$ cat config.mk
export PLATFORM = sky130hd
export DESIGN_NAME = truth_table_scanner_flat
export DESIGN_NICKNAME = d
export VERILOG_FILES = /design/src/rtl/truth_table_scanner_if.sv /design/src/rtl/truth_table_scanner.sv /design/src/flat_wrapper.sv
export SDC_FILE = /design/constraint.sdc
export NUM_CORES = 1
export LEC_CHECK = 0
export CAP_MARGIN = 20
export CORE_MARGIN = 3
export CORE_UTILIZATION = 68
export CTS_CLUSTER_DIAMETER = 100
export CTS_CLUSTER_SIZE = 24
export DETAILED_ROUTE_END_ITERATION = 10
export DONT_BUFFER_PORTS = 1
export PLACE_DENSITY = 0.84
export SLEW_MARGIN = 20
export SYNTH_ARGS = -nofsm -noshare
export SYNTH_HDL_FRONTEND = slang
export SYNTH_SLANG_ARGS = --single-unit
$ cat constraint.sdc
create_clock -name clk -period 5.46 [get_ports clk]
set_input_delay 1.092 -clock clk [delete_from_list [all_inputs] [get_ports clk]]
set_output_delay 1.092 -clock clk [all_outputs]
set_load 0.05 [all_outputs]
$ cat src/rtl/truth_table_scanner_if.sv
// Bus between the truth-table scanner and its consumer.
// The consumer owns start and the lab function response; the scanner owns the rest.
interface truth_table_scanner_if;
    logic        i_start;
    logic        i_f_in;
    logic [3:0]  o_abcd;
    logic        o_busy;
    logic        o_done;
    logic [15:0] o_table;
    logic [4:0]  o_ones;
    logic        o_pass;

    modport master (
        output i_start,
        output i_f_in,
        input  o_abcd,
        input  o_busy,
        input  o_done,
        input  o_table,
        input  o_ones,
        input  o_pass
    );

    modport slave (
        input  i_start,
        input  i_f_in,
        output o_abcd,
        output o_busy,
        output o_done,
        output o_table,
        output o_ones,
        output o_pass
    );
endinterface

$ cat src/rtl/truth_table_scanner.sv
// Sweeps {a,b,c,d} through 0..15, samples f_in after SETTLE cycles per vector,
// and reports the captured truth table, its ones count and a compare result.
module truth_table_scanner #(
    parameter int unsigned SETTLE   = 2,
    parameter logic [15:0] EXPECTED = 16'hF232
) (
    input logic                  clk,
    input logic                  rst_n,
    truth_table_scanner_if.slave bus
);

    typedef enum logic [1:0] {
        ST_IDLE  = 2'd0,
        ST_DRIVE = 2'd1,
        ST_DONE  = 2'd2
    } state_t;

    localparam logic [3:0] LP_LAST = 4'(SETTLE - 1);

    state_t      r_state;
    logic [3:0]  r_idx;
    logic [3:0]  r_cnt;
    logic [3:0]  r_abcd;
    logic        r_busy;
    logic        r_done;
    logic [15:0] r_table;
    logic [4:0]  r_ones;
    logic        r_pass;

    logic        w_sample;
    logic [15:0] w_table_nxt;
    logic [4:0]  w_ones_nxt;

    assign w_sample   = (r_cnt == LP_LAST);
    assign w_ones_nxt = r_ones + {4'd0, bus.i_f_in};

    always_comb begin
        w_table_nxt        = r_table;
        w_table_nxt[r_idx] = bus.i_f_in;
    end

    always_ff @(posedge clk or negedge rst_n) begin
        if (!rst_n) begin
            r_state <= ST_IDLE;
            r_idx   <= 4'd0;
            r_cnt   <= 4'd0;
            r_abcd  <= 4'd0;
            r_busy  <= 1'b0;
            r_done  <= 1'b0;
            r_table <= 16'd0;
            r_ones  <= 5'd0;
            r_pass  <= 1'b0;
        end else begin
            r_done <= 1'b0;
            unique case (r_state)
                ST_IDLE: begin
                    if (bus.i_start) begin
                        r_state <= ST_DRIVE;
                        r_idx   <= 4'd0;
                        r_cnt   <= 4'd0;
                        r_abcd  <= 4'd0;
                        r_busy  <= 1'b1;
                        r_table <= 16'd0;
                        r_ones  <= 5'd0;
                        r_pass  <= 1'b0;
                    end
                end
                ST_DRIVE: begin
                    if (w_sample) begin
                        r_table <= w_table_nxt;
                        r_ones  <= w_ones_nxt;
                        r_cnt   <= 4'd0;
                        // Last vector finishes here; abcd stays at 15 through DONE.
                        if (r_idx == 4'hF) begin
                            r_state <= ST_DONE;
                            r_done  <= 1'b1;
                            r_pass  <= (w_table_nxt == EXPECTED);
                        end else begin
                            r_idx  <= r_idx + 4'd1;
                            r_abcd <= r_idx + 4'd1;
                        end
                    end else begin
                        r_cnt <= r_cnt + 4'd1;
                    end
                end
                ST_DONE: begin
                    r_state <= ST_IDLE;
                    r_busy  <= 1'b0;
                    r_abcd  <= 4'd0;
                end
                default: begin
                    r_state <= ST_IDLE;
                end
            endcase
        end
    end

    assign bus.o_abcd  = r_abcd;
    assign bus.o_busy  = r_busy;
    assign bus.o_done  = r_done;
    assign bus.o_table = r_table;
    assign bus.o_ones  = r_ones;
    assign bus.o_pass  = r_pass;

endmodule

$ cat src/flat_wrapper.sv
// flat-port wrapper written by rule: the top's interface ports become plain ports
module truth_table_scanner_flat 
#(
    parameter int unsigned SETTLE   = 2,
    parameter logic [15:0] EXPECTED = 16'hF232
)
  (clk, rst_n, bus_i_start, bus_i_f_in, bus_o_abcd, bus_o_busy, bus_o_done, bus_o_table, bus_o_ones, bus_o_pass);
  truth_table_scanner_if bus_i ();
  input logic clk;
  input logic rst_n;
  input wire logic [$bits(bus_i.i_start)-1:0] bus_i_start;
  input wire logic [$bits(bus_i.i_f_in)-1:0] bus_i_f_in;
  output wire logic [$bits(bus_i.o_abcd)-1:0] bus_o_abcd;
  output wire logic [$bits(bus_i.o_busy)-1:0] bus_o_busy;
  output wire logic [$bits(bus_i.o_done)-1:0] bus_o_done;
  output wire logic [$bits(bus_i.o_table)-1:0] bus_o_table;
  output wire logic [$bits(bus_i.o_ones)-1:0] bus_o_ones;
  output wire logic [$bits(bus_i.o_pass)-1:0] bus_o_pass;
  assign bus_i.i_start = bus_i_start;
  assign bus_i.i_f_in = bus_i_f_in;
  assign bus_o_abcd = bus_i.o_abcd;
  assign bus_o_busy = bus_i.o_busy;
  assign bus_o_done = bus_i.o_done;
  assign bus_o_table = bus_i.o_table;
  assign bus_o_ones = bus_i.o_ones;
  assign bus_o_pass = bus_i.o_pass;
  truth_table_scanner #(.SETTLE(SETTLE), .EXPECTED(EXPECTED)) u_core (.clk(clk), .rst_n(rst_n), .bus(bus_i));
endmodule
---- Word level (Yosys, flattened, before mapping) ----
Cells that the tools add are included.
cells by class
  magnitude comparators ................... 2
  reduce and logical (&&, ||, !) cells .... 12
  muxes and demuxes ....................... 29
  eq/ne operators ......................... 9
  add/sub/neg operators ................... 3
operators with widths
  kind                  number
  $mux 16               2
  $pmux 16 s2           1
  $bwmux 16             1
  $eq 16x16->1 const B  1
  $mux 4                4
  $pmux 4 s2            2
  $pmux 4 s3            1
  $reduce_and 4->1      3
  $mux 5                2
  $pmux 5 s2            1
  $add 4x1->4 const B   2
  $mux 1                8
  $mux 2                3
  $reduce_and 3->1      2
  $add 5x1->5           1
  $lt 4x5->1 const B    1
  $demux 1 s4           1
  $eq 4x1->1 const B    1
  $eq 4x4->1 const B    1
  $ge 4x1->1 const B    1
  $ne 2x1->1 const B    2
  $ne 2x2->1 const B    2
  $pmux 1 s2            2
  $pmux 2 s2            1
  other kinds (7)       9
storage, ports and cells
  register bits after elaboration ......... 38
  bits of input ports ..................... 4

---- Depth between registers and ports, before layout ----
Gate-level depths: netlist of the first run.
  depth after elaboration ................. 9
  gate-level depth with buffers ........... 9
  gate-level depth less buffers ........... 7

---- Worst setup path after synthesis of the first run ----
OpenSTA, ideal clock, no wires.
  path kind ............................... input port to flip-flop
  from .................................... in bus_i_start
  to ...................................... reg u_core.r_table[13] (netlist: u_core.bus.o_table[13])
  setup slack ............................. 3.221 ns
  library setup time ...................... 0.129 ns
  arrival time ............................ 2.110 ns
  required time ........................... 5.331 ns
  stages .................................. 5
  cells stage by stage .................... nor3b_1 -> nor2_2 -> clkbuf_2 -> o21ai_0 -> o21ai_0
on the way
  cells in the longest elaborated chain, start to end .. 2
ends and longest elaborated chain
  element                            RTL line                   source
  from (decl)                        flat_wrapper.sv:11         input wire logic [$bits(bus_i.i_start)-1:0] bus_i_start;
  $ne 2x2->1 (no source line)        -
  $reduce_and 3->1 (no source line)  -
  to (signal assigned)               truth_table_scanner.sv:70  r_table <= w_table_nxt;
  to (decl)                          truth_table_scanner.sv:26  logic [15:0] r_table;
Every way passes these cells.
A chain may end at the register's enable or synchronous reset.

---- Worst setup path after layout of the first run ----
  from .................................... reg u_core.r_idx[1]
  to ...................................... reg u_core.r_pass (netlist: u_core.bus.o_pass)
on the way
  cells in the longest elaborated chain, start to end .. 9
  elaborated cells on any way between the ends .. 13
  classes of those cells .................. 2 x order compare; 3 x eq/ne; 6 x mux; 2 x reduce/logical
ends and longest elaborated chain
  element                                                                RTL line                   source
  from (decl)                                                            truth_table_scanner.sv:21  logic [3:0] r_idx;
  from (signal assigned)                                                 truth_table_scanner.sv:79  r_idx <= r_idx + 4'd1;
  $lt 4x5->1 (implied by the code) / $ge 4x1->1 (equally long branches)  truth_table_scanner.sv:39  w_table_nxt[r_idx] = bus.i_f_in;
  $logic_and 1x1->1 (implied by the code)                                truth_table_scanner.sv:39
  $mux 1 (implied by the code)                                           truth_table_scanner.sv:39
  $demux 1 s4                                                            -
  $bwmux 16                                                              truth_table_scanner.sv:39
  $eq 16x16->1                                                           truth_table_scanner.sv:77  r_pass <= (w_table_nxt == EXPECTED);
  $mux 1                                                                 truth_table_scanner.sv:74  if (r_idx == 4'hF) begin
  $mux 1                                                                 truth_table_scanner.sv:69  if (w_sample) begin
  $pmux 1 s2                                                             truth_table_scanner.sv:55  unique case (r_state)
  to (signal assigned)                                                   truth_table_scanner.sv:77
  to (decl)                                                              truth_table_scanner.sv:28  logic r_pass;
Several ways; a longest one is shown, not always the timed one. The select of a mux whose other input is x is not followed.

==> impl_metrics.tcl, run 1 <==
set metrics [dict create \
    rsz0062_at_grt "false" \
    yosysWarnings 0 \
    core_area_sq_mm 0.00290 \
    postRouteAntennaNets 0 \
    tightestPinTransition_ns 0.943 \
    power.internal_mw 0.571 \
    cts_hold_buf 0 \
    netlist_instances 235 \
    grt_util_met2_pct 42.2 \
    nFillCells 226 \
    crit_fanout 11 \
    critPathRequiredTime_ns 5.70 \
    fmax_mhz 422 \
    cts_resized 0 \
    diodes 0 \
    relSlewSlack_pct 37.0 \
    first_iter_violations 125 \
    wire_per_inst_microns 17.2 \
    clkLatencyLatePin_ns 0.32 \
    power.switching_mw 0.591 \
    gr-usage-all-layers_pct 25.6 \
    met1_usage_pct 32.9 \
    synth_seq_cells 38 \
    start_kind "flop" \
    grt_antenna_before_repair 0 \
    htreeDepth 2 \
    avgSynthCellArea_sq_um 9.29 \
    drc 0 \
    grt_pass1_wl_microns 8220 \
    path_buf_inv 1 \
    ctsLongestPathBuffers 2 \
    grt-busiest-layer "met2" \
    multi_input_area_sq_mm 0.00112 \
    final.min_clock_period_ns 2.37 \
    clockRootBuffer "clkbuf_4" \
    hold_violations 0 \
    p_comb_share_pct 35.4 \
    drive_gt1_share_pct 9.17 \
    most-common-layout-cells "38 x dfrtp_1, 34 x o21ai_0, 22 x nand2_1" \
    yosysSeqAreaShare_pct 43.6 \
    crit_type "flop to flop" \
    routed_wl_microns 4650 \
    syn-cell-area_sq_mm 0.00218 \
    clk_pin_slew_ns 0.11 \
    p_seq_share_pct 52.3 \
    clock_skew_ns 0.00624 \
    detailed_place_hpwl_microns 3340 \
    tns_ns 0 \
    portBuffers 0 \
    path_cells "inv_1, ha_1, nor3b_1, mux2i_1, nand4_1, a2111o_1, o31ai_1" \
    fp.dieH_microns 62.7 \
    num_rows 19 \
    final_common_cell "dfrtp_1" \
    outcome "complete, no violations" \
    pin_count 32 \
    seq_area_sq_um 951 \
    grt_max_degree 39 \
    vias_per_cell 6.41 \
    num_vias 1738 \
    power_density_mw_per_mm2 526 \
    gr-total-overflow 0 \
    cap_violations 0 \
    syn_nets 248 \
    ys_types 40 \
    die-width_microns 62.7 \
    power_leakage_nw 0.965 \
    cp_top_family "compound AO/OA/AOI/OAI gates" \
    period_share_pct 43.4 \
    first_pass_iters 4 \
    utilization_pct 76.1 \
    p_clk_share_pct 12.3 \
    post-cts-setup-buffers 0 \
    place_congestion 0.836 \
    first_global_vias 1724 \
    cts_buffers 5 \
    cts_tree "yes" \
    grt.met3_usage_pct 6.65 \
    setup_viol_count_final 0 \
    fin_nets 243 \
    syn_to_final_growth_pct 1.15 \
    cts.sinks 38 \
    min_path_type "input port to asynchronous set/reset pin" \
    cp_slowest_cell "dfrtp_1" \
    worstSetupEndpointType "flop" \
    arrival_ns 2.61 \
    slowest_delay_ns 0.47 \
    initial_core_util_pct 75.3 \
    die_area_sq_mm 0.00393 \
    sw_frac_of_total_pct 50.9 \
    slew_violations 0 \
    vdd_drop_max_uv 448 \
]
-- per-stage QoR --
step	hold WS (ns)	area [sq um]	total power, mW	setup slack, ns	instances
6_report	0.444	2210	1.16	3.09	271
2_1_floorplan	0.489	2180	0.938	3.22	235
4_1_cts	0.443	2210	1.16	3.09	271
3_5_place_dp	0.536	2160	1.02	2.92	265
3_3_place_gp	0.518	2160	0.989	2.96	265
5_1_grt	0.424	2210	1.25	2.87	271
-- sequential cells by signal, summed over array words and instances (netlist names) --
register and count:
u_core.bus.o_table 16, u_core.bus.o_ones 5, u_core.bus.o_done 1, u_core.bus.o_busy 1, u_core.r_state 2, u_core.r_cnt 4
u_core.bus.o_abcd 4, u_core.bus.o_pass 1, u_core.r_idx 4
-- cell families (layout without fill, tap and decap cells) --
group           after synthesis  after routing  synth area share, %
xor+xnor                      6              6                 2.41
buf+inv                      22             16                 5.33
simple gates                 82             82                 20.6
fa+ha+maj                     9              9                 5.16
mux                          10             10                 4.76
compound gates               68             68                 18.2
flops                        38             38                 43.6
-- cell type report --
type,count,area share [%]
multi-input cells,175,50.5
flip-flops and latches,38,43.1
well taps,42,2.38
clock buffers,6,2.32
inverters,10,1.70
-- synth_stat cells (all sizes together) --
cell    number  area, sq um
nor3b        4         30.0
mux2i        7         70.1
a221oi       1         8.76
o31ai        3         22.5
clkbuf       4         16.3
nor2        19         92.6
or3b         1         8.76
a2111o       1         11.3
and2         1         6.26
o21ai       35          175
nor2b        3         18.8
dfrtp       38          951
nor3         4         41.3
nand4        3         18.8
o22ai        2         12.5
a22o         3         30.0
o32a         1         10.0
ha           9          113
nand2b       2         20.0
mux2         3         33.8
and3         2         12.5
xor2         6         52.6
nand2       22         82.6
a21oi       17         85.1
a21o         2         17.5
inv         10         37.5
nand3b       5         37.5
a211oi       2         15.0
a221o        1         10.0
nand3       16         80.1
buf          8         62.6
-- power groups by stage --
stage	logic (mW)	clock network (mW)	registers (mW)
6_report	0.411	0.143	0.608
3_3_place_gp	0.383	0	0.606
5_1_grt	0.473	0.158	0.623
2_1_floorplan	0.373	0	0.565
3_5_place_dp	0.407	0	0.612
4_1_cts	0.409	0.143	0.607
-- path summary, 6_finish.rpt --
path                                       from                    end  slack (ns)  depth (start not counted)
min in group clk                u_core.r_cnt[2]        u_core.r_cnt[2]        0.55                          1
worst max register to register  u_core.r_idx[1]      u_core.bus.o_pass        3.09                          7
worst max-delay path            u_core.r_idx[1]      u_core.bus.o_pass        3.09                          7
max in group asynchronous                 rst_n        u_core.r_idx[0]        4.93                          0
worst min-delay path                      rst_n  u_core.bus.o_table[0]        0.44                          0
worst min register to register  u_core.r_cnt[2]        u_core.r_cnt[2]        0.55                          1
-- worst register-to-register path, stage by stage, from the launching register on --
cell      delay [ns]
dfrtp_1         0.47
inv_1           0.11
ha_1            0.42
nor3b_1         0.28
mux2i_1         0.26
nand4_1         0.12
a2111o_1        0.41
o31ai_1         0.22
-- per-layer routing --
metal	part of all wire [%]	routed length, microns
met1	44	2030
met2	49	2260
met3	6.8	316
met4	0.95	44
met5	0	0
Power figures use the tool's default switching activity.
==> run 2: changes to the inputs <==
--- a/config.mk
+++ b/config.mk
@@ -7,12 +7,12 @@
 export LEC_CHECK = 0
 export CAP_MARGIN = 20
 export CORE_MARGIN = 3
-export CORE_UTILIZATION = 68
+export CORE_UTILIZATION = 63
 export CTS_CLUSTER_DIAMETER = 100
 export CTS_CLUSTER_SIZE = 24
 export DETAILED_ROUTE_END_ITERATION = 10
 export DONT_BUFFER_PORTS = 1
-export PLACE_DENSITY = 0.84
+export PLACE_DENSITY = 0.79
 export SLEW_MARGIN = 20
 export SYNTH_ARGS = -nofsm -noshare
 export SYNTH_HDL_FRONTEND = slang
==> constraint.sdc (replaced) <==
create_clock -name clk -period 2.45 [get_ports clk]
set_input_delay 0.49 -clock clk [delete_from_list [all_inputs] [get_ports clk]]
set_output_delay 0.49 -clock clk [all_outputs]
set_load 0.05 [all_outputs]
==> run 2 against run 1 <==
Net effect:
- count of clock-buffer cells in the layout rose by 1
- non-clock buffer count rose by 9
- clock skew up 0.0048 ns
==> impl_metrics.tcl, run 2 (synthesis gave the netlist of run 1 again) <==
set metrics [dict create \
    vdd_drop_max_uv 943 \
    clkLatencyLatePin_ns 0.35 \
    power_density_mw_per_mm2 1150 \
    dp_slack_ns 0.291 \
    grt_antenna_before_repair 0 \
    final_common_cell "dfrtp_1" \
    routed_wl_microns 4640 \
    num_rows 20 \
    setup_viol_count_final 0 \
    power.switching_mw 1.34 \
    setup_ws_ns 0.305 \
    period_share_pct 87.5 \
    power.internal_mw 1.31 \
    power_leakage_nw 1.02 \
    worstReg2RegStart "u_core.r_idx[0]" \
    place_congestion 0.861 \
    pin_count 32 \
    ctsLongestPathBuffers 2 \
    outcome "complete, no violations" \
    syn_to_final_growth_pct 5.44 \
    hold_violations 0 \
    r2r_end "u_core.bus.o_pass" \
    vias_per_cell 6.27 \
    setup.worst_path.start "u_core.r_idx[0]" \
    drive_gt1_share_pct 12.5 \
    critPathRequiredTime_ns 2.71 \
    grt_pass1_wl_microns 7910 \
    clock_skew_ns 0.0110 \
    fmax_mhz 466 \
    start_kind "flop" \
    slew_violations 0 \
    fin_nets 252 \
    wl_met3_microns 393 \
    tns_ns 0 \
    largest_reg_flops 16 \
    cts_tree "yes" \
    grt_max_degree 39 \
    htreeDepth 2 \
    worstSetupEndpointType "flop" \
    topRoutingLayerUsed "met4" \
    num_vias 1782 \
    rrSetupSlack_ns 0.31 \
    cts_hold_buf 2 \
    fin_total_pwr_mw 2.64 \
    p_clk_share_pct 12.9 \
    met2_length_microns 2120 \
    fp.dieH_microns 64.9 \
    rsz0062_at_grt "false" \
    drc 0 \
    cts_buffers 5 \
    met1_length_microns 2030 \
    p_seq_share_pct 49.8 \
    first_pass_iters 5 \
    final.min_clock_period_ns 2.14 \
    arrival_ns 2.41 \
    sw_frac_of_total_pct 50.6 \
    core_area_sq_mm 0.00318 \
    diodes 0 \
    first_iter_violations 230 \
    portBuffers 0 \
    initial_core_util_pct 68.7 \
    crit_type "flop to flop" \
    p_comb_share_pct 37.3 \
    first_global_vias 1669 \
    die_area_sq_mm 0.00421 \
    critPathCapture "u_core.bus.o_pass" \
    gr-usage-all-layers_pct 24.2 \
    postRouteAntennaNets 0 \
    crit_fanout 9 \
    tightestPinTransition_ns 0.648 \
    clk_pin_slew_ns 0.11 \
    wire_per_inst_microns 16.4 \
    die-width_microns 64.9 \
    cts.sinks 38 \
    relSlewSlack_pct 56.8 \
    most-common-layout-cells "38 x dfrtp_1, 34 x o21ai_0, 22 x nand2_1" \
    cts_resized 0 \
    post-cts-setup-buffers 0 \
    nFillCells 250 \
    rr_worst_depth 7 \
    detailed_place_hpwl_microns 3330 \
    gr-total-overflow 0 \
    clockRootBuffer "clkbuf_4" \
    cap_violations 0 \
    min_path_type "input port to flop" \
]
==> run 2: power by group through the flow <==
stage               registers, mW  logic (mW)  clock network, mW
finish                       1.32       0.986              0.342
global route                 1.35        1.11              0.375
CTS                          1.32       0.976              0.350
detailed placement           1.33       0.950                  0
global placement             1.32       0.915                  0
floorplan                    1.26       0.832                  0
==> run 2: worst min-delay path by stage <==
stage | from | endpoint | slack, ns | depth (start not counted)
floorplan | rst_n | u_core.bus.o_abcd[0] | 0.19 | 0
global placement | rst_n | u_core.bus.o_ones[4] | 0.20 | 0
detailed placement | rst_n | u_core.bus.o_ones[2] | 0.20 | 0
CTS | bus_i_f_in | u_core.bus.o_table[15] | 0.27 | 2
global route | bus_i_f_in | u_core.bus.o_table[15] | 0.30 | 2
finish | bus_i_f_in | u_core.bus.o_table[15] | 0.29 | 2
==> run 2: per-stage QoR <==
| stage | utilization [%] | area, sq um | hold slack (ns) | instances |
|---|---|---|---|---|
| after global routing | 72.4 | 2300 | 0.297 | 284 |
| final | 72.4 | 2300 | 0.290 | 284 |
| after global placement | 69.6 | 2210 | 0.195 | 274 |
| after detailed placement | 69.6 | 2210 | 0.195 | 274 |
| after floorplan | - | 2180 | 0.194 | 235 |
| after CTS | 72.4 | 2300 | 0.274 | 284 |
==> run 2: routing by layer <==
layer	vias to the layer above	GRT usage, %
met1	838	34.0
li1	843	-
met2	85	35.1
met3	16	7.63
met4	0	8.71
met5	-	0
==> run 2: worst max-delay path, stage by stage (launching register included) <==
cell	delay [ns]
dfrtp_1	0.46
inv_1	0.15
ha_1	0.35
nand3b_1	0.14
mux2_2	0.26
nand4_1	0.09
a2111o_1	0.39
o31ai_1	0.22
==> run 2: layout make-up <==
type,instances,area [sq um],area share (%)
multi-input cells,175,1120,48.5
well taps,44,55.1,2.39
clock inverters,1,5.00,0.217
inverters,10,37.5,1.63
flip-flops and latches,38,951,41.3
clock buffers,7,55.1,2.39
repair buffers,9,82.6,3.59
